`src/rtl/seq_event_monitor_if.sv`:
```
// Event record stream between seq_event_monitor and its consumer.
//
// Handshake: ev_valid/ev_ready with strict valid/ready semantics. A record
// transfers on every rising clk edge where ev_valid && ev_ready. While
// ev_valid=1 and ev_ready=0 the producer holds ev_data stable, and once
// ev_valid is raised it stays up until the record is taken. ev_ready may
// be driven independently of ev_valid. ev_data is don't-care while ev_valid=0.
//
// Signals:
//   ev_valid  producer -> consumer  record available
//   ev_ready  consumer -> producer  consumer accepts record
//   ev_data   producer -> consumer  {type[1:0], timestamp[TS_W-1:0]}
interface seq_event_monitor_if #(
  parameter int TS_W = 12
);
  logic            ev_valid;
  logic            ev_ready;
  logic [TS_W+1:0] ev_data;

  modport master (
    output ev_valid,
    output ev_data,
    input  ev_ready
  );

  modport slave (
    input  ev_valid,
    input  ev_data,
    output ev_ready
  );
endinterface

```
`src/rtl/seq_event_monitor.sv`:
```
// seq_event_monitor: watches an upstream sequence detector (pulse z and
// one-hot state vector y), timestamps interesting events with a free-running
// counter and queues them in a small first-word-fall-through FIFO.
//
// Ports:
//   clk         clock, rising edge
//   reset       asynchronous, active-high reset
//   clr         synchronous clear of counters, sticky flags and FIFO
//   z           detection pulse from upstream detector
//   y[8:0]      one-hot detector state (bit0 = A ... bit8 = I)
//   ev          event record stream (master side of seq_event_monitor_if)
//   z_count     saturating count of z rising edges
//   onehot_err  sticky: y seen with popcount != 1
//   overflow    sticky: an event was dropped because the FIFO was full
//   fifo_level  current FIFO occupancy (0..DEPTH)
//
// Event types: 00 = invalid y entered, 11 = entered state I,
// 10 = entered state E, 01 = z rising edge. One push per cycle at most,
// highest type priority in that order.
module seq_event_monitor #(
  parameter int TS_W  = 12,
  parameter int DEPTH = 4
) (
  input  logic                     clk,
  input  logic                     reset,
  input  logic                     clr,
  input  logic                     z,
  input  logic [8:0]               y,
  seq_event_monitor_if.master      ev,
  output logic [7:0]               z_count,
  output logic                     onehot_err,
  output logic                     overflow,
  output logic [$clog2(DEPTH):0]   fifo_level
);

  localparam int AW = $clog2(DEPTH);
  localparam int LW = AW + 1;

  logic [TS_W-1:0] ts;
  logic            z_d;
  logic [8:0]      y_d;
  logic [AW-1:0]   wr_ptr;
  logic [AW-1:0]   rd_ptr;
  logic [TS_W+1:0] mem [DEPTH];

  logic       y_ok;
  logic       y_d_ok;
  logic       err_c;
  logic       i_c;
  logic       e_c;
  logic       zrise_c;
  logic       push;
  logic [1:0] push_type;
  logic       full;
  logic       pop;
  logic       push_ok;

  assign y_ok    = ($countones(y) == 1);
  assign y_d_ok  = ($countones(y_d) == 1);
  // ERR fires only on the transition into an invalid vector, so a run of
  // invalid cycles produces a single record.
  assign err_c   = !y_ok && y_d_ok;
  assign i_c     = y[8] && !y_d[8];
  assign e_c     = y[4] && !y_d[4];
  assign zrise_c = z && !z_d;

  always_comb begin
    push      = 1'b1;
    push_type = 2'b00;
    if (err_c)        push_type = 2'b00;
    else if (i_c)     push_type = 2'b11;
    else if (e_c)     push_type = 2'b10;
    else if (zrise_c) push_type = 2'b01;
    else              push      = 1'b0;
  end

  assign full    = (fifo_level == LW'(DEPTH));
  assign pop     = ev.ev_valid && ev.ev_ready;
  // A pop in the same cycle frees the head slot, so a full FIFO still accepts.
  assign push_ok = push && (!full || pop);

  assign ev.ev_valid = (fifo_level != '0);
  assign ev.ev_data  = mem[rd_ptr];

  always_ff @(posedge clk or posedge reset) begin
    if (reset) begin
      ts         <= '0;
      z_d        <= 1'b0;
      y_d        <= 9'b000000001;
      wr_ptr     <= '0;
      rd_ptr     <= '0;
      fifo_level <= '0;
      z_count    <= '0;
      onehot_err <= 1'b0;
      overflow   <= 1'b0;
    end else begin
      ts  <= ts + 1'b1;
      z_d <= z;
      y_d <= y;
      if (clr) begin
        wr_ptr     <= '0;
        rd_ptr     <= '0;
        fifo_level <= '0;
        z_count    <= '0;
        onehot_err <= 1'b0;
        overflow   <= 1'b0;
      end else begin
        if (push_ok) wr_ptr <= wr_ptr + 1'b1;
        if (pop)     rd_ptr <= rd_ptr + 1'b1;
        if (push_ok && !pop)      fifo_level <= fifo_level + 1'b1;
        else if (pop && !push_ok) fifo_level <= fifo_level - 1'b1;
        if (push && !push_ok) overflow <= 1'b1;
        if (zrise_c && (z_count != 8'hFF)) z_count <= z_count + 1'b1;
        if (!y_ok) onehot_err <= 1'b1;
      end
    end
  end

  // Storage needs no reset: entries are only visible once pointers say so.
  always_ff @(posedge clk) begin
    if (!clr && push_ok) mem[wr_ptr] <= {push_type, ts};
  end

endmodule

```
`src/flat_wrapper.sv`:
```
// flat-port wrapper written by rule: the top's interface ports become plain ports
module seq_event_monitor_flat 
#(
  parameter int TS_W  = 12,
  parameter int DEPTH = 4
)
  (clk, reset, clr, z, y, z_count, onehot_err, overflow, fifo_level, ev_ev_valid, ev_ev_data, ev_ev_ready);
  seq_event_monitor_if #(.TS_W(TS_W)) ev_i ();
  input  logic clk;
  input  logic reset;
  input  logic clr;
  input  logic z;
  input  logic [8:0] y;
  output logic [7:0] z_count;
  output logic onehot_err;
  output logic overflow;
  output logic [$clog2(DEPTH):0] fifo_level;
  output wire logic [$bits(ev_i.ev_valid)-1:0] ev_ev_valid;
  output wire logic [$bits(ev_i.ev_data)-1:0] ev_ev_data;
  input wire logic [$bits(ev_i.ev_ready)-1:0] ev_ev_ready;
  assign ev_ev_valid = ev_i.ev_valid;
  assign ev_ev_data = ev_i.ev_data;
  assign ev_i.ev_ready = ev_ev_ready;
  seq_event_monitor #(.TS_W(TS_W), .DEPTH(DEPTH)) u_core (.clk(clk), .reset(reset), .clr(clr), .z(z), .y(y), .ev(ev_i), .z_count(z_count), .onehot_err(onehot_err), .overflow(overflow), .fifo_level(fifo_level));
endmodule
```
`config.mk`:
```
export PLATFORM = sky130hd
export DESIGN_NAME = seq_event_monitor_flat
export DESIGN_NICKNAME = d
export VERILOG_FILES = /design/src/rtl/seq_event_monitor_if.sv /design/src/rtl/seq_event_monitor.sv /design/src/flat_wrapper.sv
export SDC_FILE = /design/constraint.sdc
export NUM_CORES = 1
export LEC_CHECK = 0
export CORE_AREA = 2 2 91 93
export CTS_BUF_LIST = sky130_fd_sc_hd__clkbuf_4
export DETAILED_ROUTE_END_ITERATION = 7
export DIE_AREA = 0 0 93 95
export PLACE_DENSITY = 0.76
export REMOVE_ABC_BUFFERS = 1
export SETUP_SLACK_MARGIN = 0.5
export SYNTH_ARGS = -nofsm -noshare
export SYNTH_HDL_FRONTEND = slang
export SYNTH_SLANG_ARGS = --single-unit
```
`constraint.sdc`:
```
create_clock -name clk -period 13 [get_ports clk]
set_clock_uncertainty 0.05 [all_clocks]
set_input_delay 3.25 -clock clk [delete_from_list [all_inputs] [get_ports clk]]
set_output_delay 3.25 -clock clk [all_outputs]
set_load 0.05 [all_outputs]
```
# Yosys cells after proc, flatten, opt, wreduce, memory -nomap -nowiden
# Memories as Yosys holds them, arrays and structs flattened.
# Index checks and enable logic that the tools add are counted.
# totals
in_bits,14
ff_bits,39
elab_cells,86
memories,1
ramBits,56
output_inout_bits,28
# memory_table
name,words,word_bits,read_ports,rd_ports_with_merged_regs,write_ports,line_no,source
u_core.mem,4,14,1,0,1,seq_event_monitor.sv:44,logic [TS_W+1:0] mem [DEPTH];
# classes
n_addsub,22
n_eq_ne,5
n_reduce_logical,26
mux,23
# ops
cell,count
32-bit adder,6
32-bit by 1-bit adder with 32-bit output,2
"32-bit by 2-bit equality test with 1-bit output, second input constant",2
1-bit by 1-bit adder with 2-bit output,8
8-bit two-way mux,2
2-bit two-way mux,7
"12-bit by 1-bit adder with 12-bit output, second input constant",1
1-bit logical AND,11
1-bit two-way mux,11
3-bit two-way mux,3
"8-bit by 1-bit adder with 8-bit output, second input constant",1
1-bit zero test,8
"8-bit != test, second input constant",1
2-bit nonzero test,4
3-bit nonzero test,2
"2-bit by 1-bit adder with 2-bit output, second input constant",2
"3-bit by 1-bit adder with 3-bit output, second input constant",1
"3-bit equality test, second input constant",1
"3-bit by 1-bit subtractor with 3-bit output, second input constant",1
"2-bit != test, second input constant",1
1-bit logical OR,1

# Depth between registers and ports, before layout
# depth
depth_word,14
mapped_depth,16

# Least setup slack after synthesis
# Ideal clock, no wire load.
# synth_path
path_type,input-to-reg
start,input y[6]
end,register u_core.fifo_level[2]
arrival_ns,6.962
path_buffers,0
setup_ns,0.126
setup_slack_ns,5.862
required_ns,12.824
stages,16
cell_sequence,ha_1 fa_1 inv_1 fa_1 inv_1 ha_1 fa_1 or4b_4 nand2_4 a21oi_2 and2_1 fa_1 nor2_1 nand2_1 a211oi_1 nor3_1
# synth_between
elab_chain_cells,12
# synth_lines
element,line_no,source
"start, declared",flat_wrapper.sv:13,input logic [8:0] y;
1-bit by 1-bit adder with 2-bit output (implied by the code) *,seq_event_monitor.sv:58,assign y_ok = ($countones(y) == 1);
32-bit adder (implied by the code) * (2 in a row),seq_event_monitor.sv:58,
32-bit by 1-bit adder with 32-bit output (implied by the code) *,seq_event_monitor.sv:58,
32-bit by 2-bit equality test with 1-bit output *,seq_event_monitor.sv:58,
1-bit zero test *,seq_event_monitor.sv:62,assign err_c = !y_ok && y_d_ok;
1-bit logical AND *,seq_event_monitor.sv:62,
1-bit two-way mux *,seq_event_monitor.sv:70,if (err_c) push_type = 2'b00;
1-bit logical AND *,seq_event_monitor.sv:80,assign push_ok = push && (!full || pop);
1-bit logical AND / 1-bit zero test (equally long branches),"seq_event_monitor.sv:110, seq_event_monitor.sv:111",
3-bit two-way mux / 1-bit logical AND (equally long branches),"seq_event_monitor.sv:110, seq_event_monitor.sv:111",
3-bit two-way mux / 3-bit nonzero test (equally long branches),-,
"end signal, assigned",seq_event_monitor.sv:110,if (push_ok && !pop) fifo_level <= fifo_level + 1'b1;
"end signal, assigned",seq_event_monitor.sv:111,else if (pop && !push_ok) fifo_level <= fifo_level - 1'b1;
"end, declared",seq_event_monitor.sv:33,output logic [$clog2(DEPTH):0] fifo_level
# Every way passes the cells marked *; elsewhere a longest branch is shown, timed or not.
# A chain may end at the register's enable or synchronous reset.

# Worst setup path in the final report
# layout_path
start,input y[4]
end,register u_core.fifo_level[2]
# layout_between
elab_chain_cells,12
# layout_lines
element,line_no
1-bit by 1-bit adder with 2-bit output (implied by the code),seq_event_monitor.sv:58
32-bit adder (implied by the code) (2 in a row),seq_event_monitor.sv:58
32-bit by 1-bit adder with 32-bit output (implied by the code),seq_event_monitor.sv:58
32-bit by 2-bit equality test with 1-bit output,seq_event_monitor.sv:58
1-bit zero test,seq_event_monitor.sv:62
1-bit logical AND,seq_event_monitor.sv:62
1-bit two-way mux *,seq_event_monitor.sv:70
1-bit logical AND *,seq_event_monitor.sv:80
1-bit logical AND / 1-bit zero test (equally long branches),"seq_event_monitor.sv:110, seq_event_monitor.sv:111"
3-bit two-way mux / 1-bit logical AND (equally long branches),"seq_event_monitor.sv:110, seq_event_monitor.sv:111"
3-bit two-way mux / 3-bit nonzero test (equally long branches),-
# Marks and branches as above.

==> impl_metrics.csv <==
group,metric,value,unit
floorplan,core_area,0.00793,mm2
synth,avg_inst_size_synth,15.7,um2
synth,yosys.area_share.simple,9.60,%
cells_and_area,layout.nets,358,
min_path,worst_hold_path.endpoint,"u_core.overflow$_DFFE_PP0P_",
timing,worstMarginPinSlew,0.968,ns
worst_setup_path,worstPathArrival,7.56,ns
clocking,post_cts.repair.setup_buffers,0,
clocking,clk_latency,0.43,ns
synth,yosys_register_bits,95,
timing,setup-tns-final,0,ns
floorplan,chipHeight,95,um
synth,synth-async-reset-ratio,41.1,%
placed_design,dp_hpwl,4290,um
timing,postLayoutSetupSlackWorst,5.68,ns
timing,fin_crit,7.32,ns
routing,drt_iter0_drc,70,
synth,synth-xor-area-share,4.14,%
power,power.static_leakage,1.95,nW
synth,ys.warnings.count,0,
timing,report.final.setup_viol,0,
clocking,cts.path.max_buffers,2,
grt,grt_start_max_net_pins,40,
synth,complex_gate_fraction_of_the_synthesized_area,1.62,%
worst_setup_path,worstPathRequired,13.24,ns
cells_and_area,n_diodes,0,
timing,slew_headroom,35.5,%
min_path,holdCritStartpoint,"u_core.overflow$_DFFE_PP0P_",
routing,firstDrtPassIters,4,
floorplan,core.rowCount,33,
routing,ant_nets,0,
worst_setup_path,timing.rr.end,"u_core.mem[2][12]$_DFFE_PP_",
synth,synth_area_leader_cell,"edfxtp_1",
routing,via_count,2211,
synth,ys_seq_area_share,62.8,%
routing,drc,0,
clocking,cts-hold-fix-buffers,0,
timing,drv_slew,0,
cells_and_area,area_used_by_multi_input_combinational_logic,0.00146,mm2
synth,synth_most_common_cell,"edfxtp_1",
floorplan,floorplan.initialDensity,53.4,%
timing,rsz_0062_raised_after_global_routing,"no",
timing,fin_worst_hold_slack,0.469,ns
clocking,clk_pin_slew,0.13,ns
run,max_cap_viol_count,0,
worst_setup_path,start_kind,"primary input",
clocking,numCtsBuffers,9,
cells_and_area,post_route_insts_no_fill,427,
worst_setup_path,timing.reg2reg.worst_path_depth,12,
synth,netlist_top_cells_count,"56 x edfxtp_1, 38 x dfrtp_1, 24 x nor2_1",
worst_setup_path,timing.critical_path.fanout_max,4,
clocking,htreeDepth,3,
clocking,cts_tree,"done",
worst_setup_path,worst_reg2reg_path_startpoint,"u_core.y_d[6]$_DFF_PP0_",
worst_setup_path,crit_path_end_kind,"flop",
synth,share_of_cell_area_taken_by_muxes_after_synthesis,9.16,%
worst_setup_path,path_class,"primary input to flop",
clocking,cts_root_buffer,"clkbuf_4",
routing,post_drt_wl_per_cell,14.9,um
clocking,post_cts.resized_instances,0,
placed_design,post_place_setup_slack,5.21,ns
power,peakVddDrop,0.0712,mV
placed_design,placed_cells,411,
cells_and_area,area.sequential,0.00266,mm2
routing,routed_wirelength,6380,um
status,status,"complete, no violations",
grt,groute.usage.overall,16.3,%
grt,grt-ovfl-total,0,
synth,synthDistinctLibCells,42,
synth,synth-adder-area-share,9.93,%
timing,max_clock_freq,137,MHz
min_path,worstHoldPathType,"flop to flop",
cells_and_area,filler_cell_count,596,
synth,synth.top_cell.area_share,39.7,%
synth,netlist_area,0.00424,mm2
cells_and_area,drive_above_1_share,14.6,%
synth,synth.area.top_cells,"edfxtp_1 40%, dfrtp_1 22%, mux4_2 7.4%",
synth,main_combinational_cell_family_by_area_after_synthesis,"adder cells",
floorplan,die_w,93,um
cells_and_area,flow.area_growth_from_synthesis,16.2,%
timing,finalHoldViolCount,0,
min_path,hold-path-cell-count,2,
timing,layout_worst_path_cycle_share,56.3,%
synth,synthesis.instances,269,
synth,synth-main-ff-cell,"edfxtp_1",
floorplan,io_pins,42,
grt,first_global_vias,2204,
floorplan,die_area,0.00884,mm2
placed_design,gp_routability_congestion,0.744,
placed_design,buffer_ports.inserted,41,
worst_setup_path,worst-r2r-setup-slack,8.59,ns
clocking,cts_num_sinks,95,
synth,synth-edff-count,56,
power,power-per-cell-area,174,mW/mm2
grt,initial_antenna_violation_count,0,
routing,post_drt_via_cell_ratio,5.18,
grt,grt_first_pass_wirelength,10700,um
==> layout by cell type, fill, tap and decap left out, types with 3 or more instances in the layout <==
cell type	n
edfxtp_1	56
and2b_2	3
clkbuf_4	10
dfrtp_1	38
nand2b_1	3
xor2_1	10
nand3_1	7
and2_1	5
nor2_1	24
fa_1	11
nand4_1	4
clkdlybuf4s50_1	41
ha_1	16
xnor2_1	10
a21oi_1	4
nor3_1	3
nand2_1	7
inv_1	23
mux4_2	14
==> registers in the layout, summed over array words and instances (netlist names) <==
signal and count:
u_core.wr_ptr 2, u_core.overflow 1, u_core.onehot_err 1, u_core.z_count 8
u_core.mem 56, u_core.fifo_level 3, u_core.z_d 1, u_core.ts 12
u_core.rd_ptr 2, u_core.y_d 9
==> area by class of cell <==
type	count	area share [%]
flip-flops and latches	95	54.0
well taps	105	2.67
multi-input cells	146	29.7
inverters	23	1.75
clock buffers	10	1.53
clock inverters	6	1.86
repair buffers	42	8.49
==> where the power goes <==
part	internal [mW]	total, mW	switching, mW
Clock	0.0817	0.178	0.0964
Sequential	0.352	0.380	0.0282
Combinational	0.125	0.301	0.176
Total	0.558	0.858	0.300
==> kinds of logic after synthesis <==
kind of cell | after synthesis
buffers and inverters | 28
and+or+nand+nor | 70
DFF | 95
muxes | 19
AOI/OAI and AO/OA | 10
adders and majority gates | 27
xor gates and xnor gates | 20
==> layer usage <==
layer	GRT usage, %	wire (um)	up-vias
li1	-	-	1051
met1	21.2	2740	1097
met2	26.3	3240	54
met3	4.87	317	9
met4	6.13	82	0
met5	0	0	-
==> worst max path at each step <==
stage               start                                to  slack, ns  cells past startpoint
floorplan            y[6]  u_core.fifo_level[2]$_DFFE_PP0P_       5.86                     16
global placement     y[4]  u_core.fifo_level[2]$_DFFE_PP0P_       5.31                     17
detailed placement   y[4]  u_core.fifo_level[2]$_DFFE_PP0P_       5.21                     17
CTS                  y[4]  u_core.fifo_level[2]$_DFFE_PP0P_       5.68                     17
global route         y[4]  u_core.fifo_level[2]$_DFFE_PP0P_       5.46                     17
finish               y[4]  u_core.fifo_level[2]$_DFFE_PP0P_       5.68                     17
==> critical path, stage by stage <==
cell             delay (ns)
clkdlybuf4s50_1        0.47
ha_1                   0.24
fa_1                   0.50
inv_1                  0.05
fa_1                   0.52
inv_1                  0.04
ha_1                   0.19
fa_1                   0.43
or4b_4                 0.53
nand2_4                0.10
a21oi_2                0.10
and2_1                 0.22
fa_1                   0.41
nor2_1                 0.14
nand2_1                0.07
a211oi_1               0.23
nor3_1                 0.08
==> stage by stage <==
step                utilization, %  total power, mW  cell area [um2]
finish                        62.1            0.858             4920
global route                  62.1            0.901             4920
CTS                           62.1            0.866             4920
detailed placement            60.0            0.691             4750
global placement              60.0            0.685             4750
floorplan                        -            0.605             4200
Power figures use the tool's default switching activity.
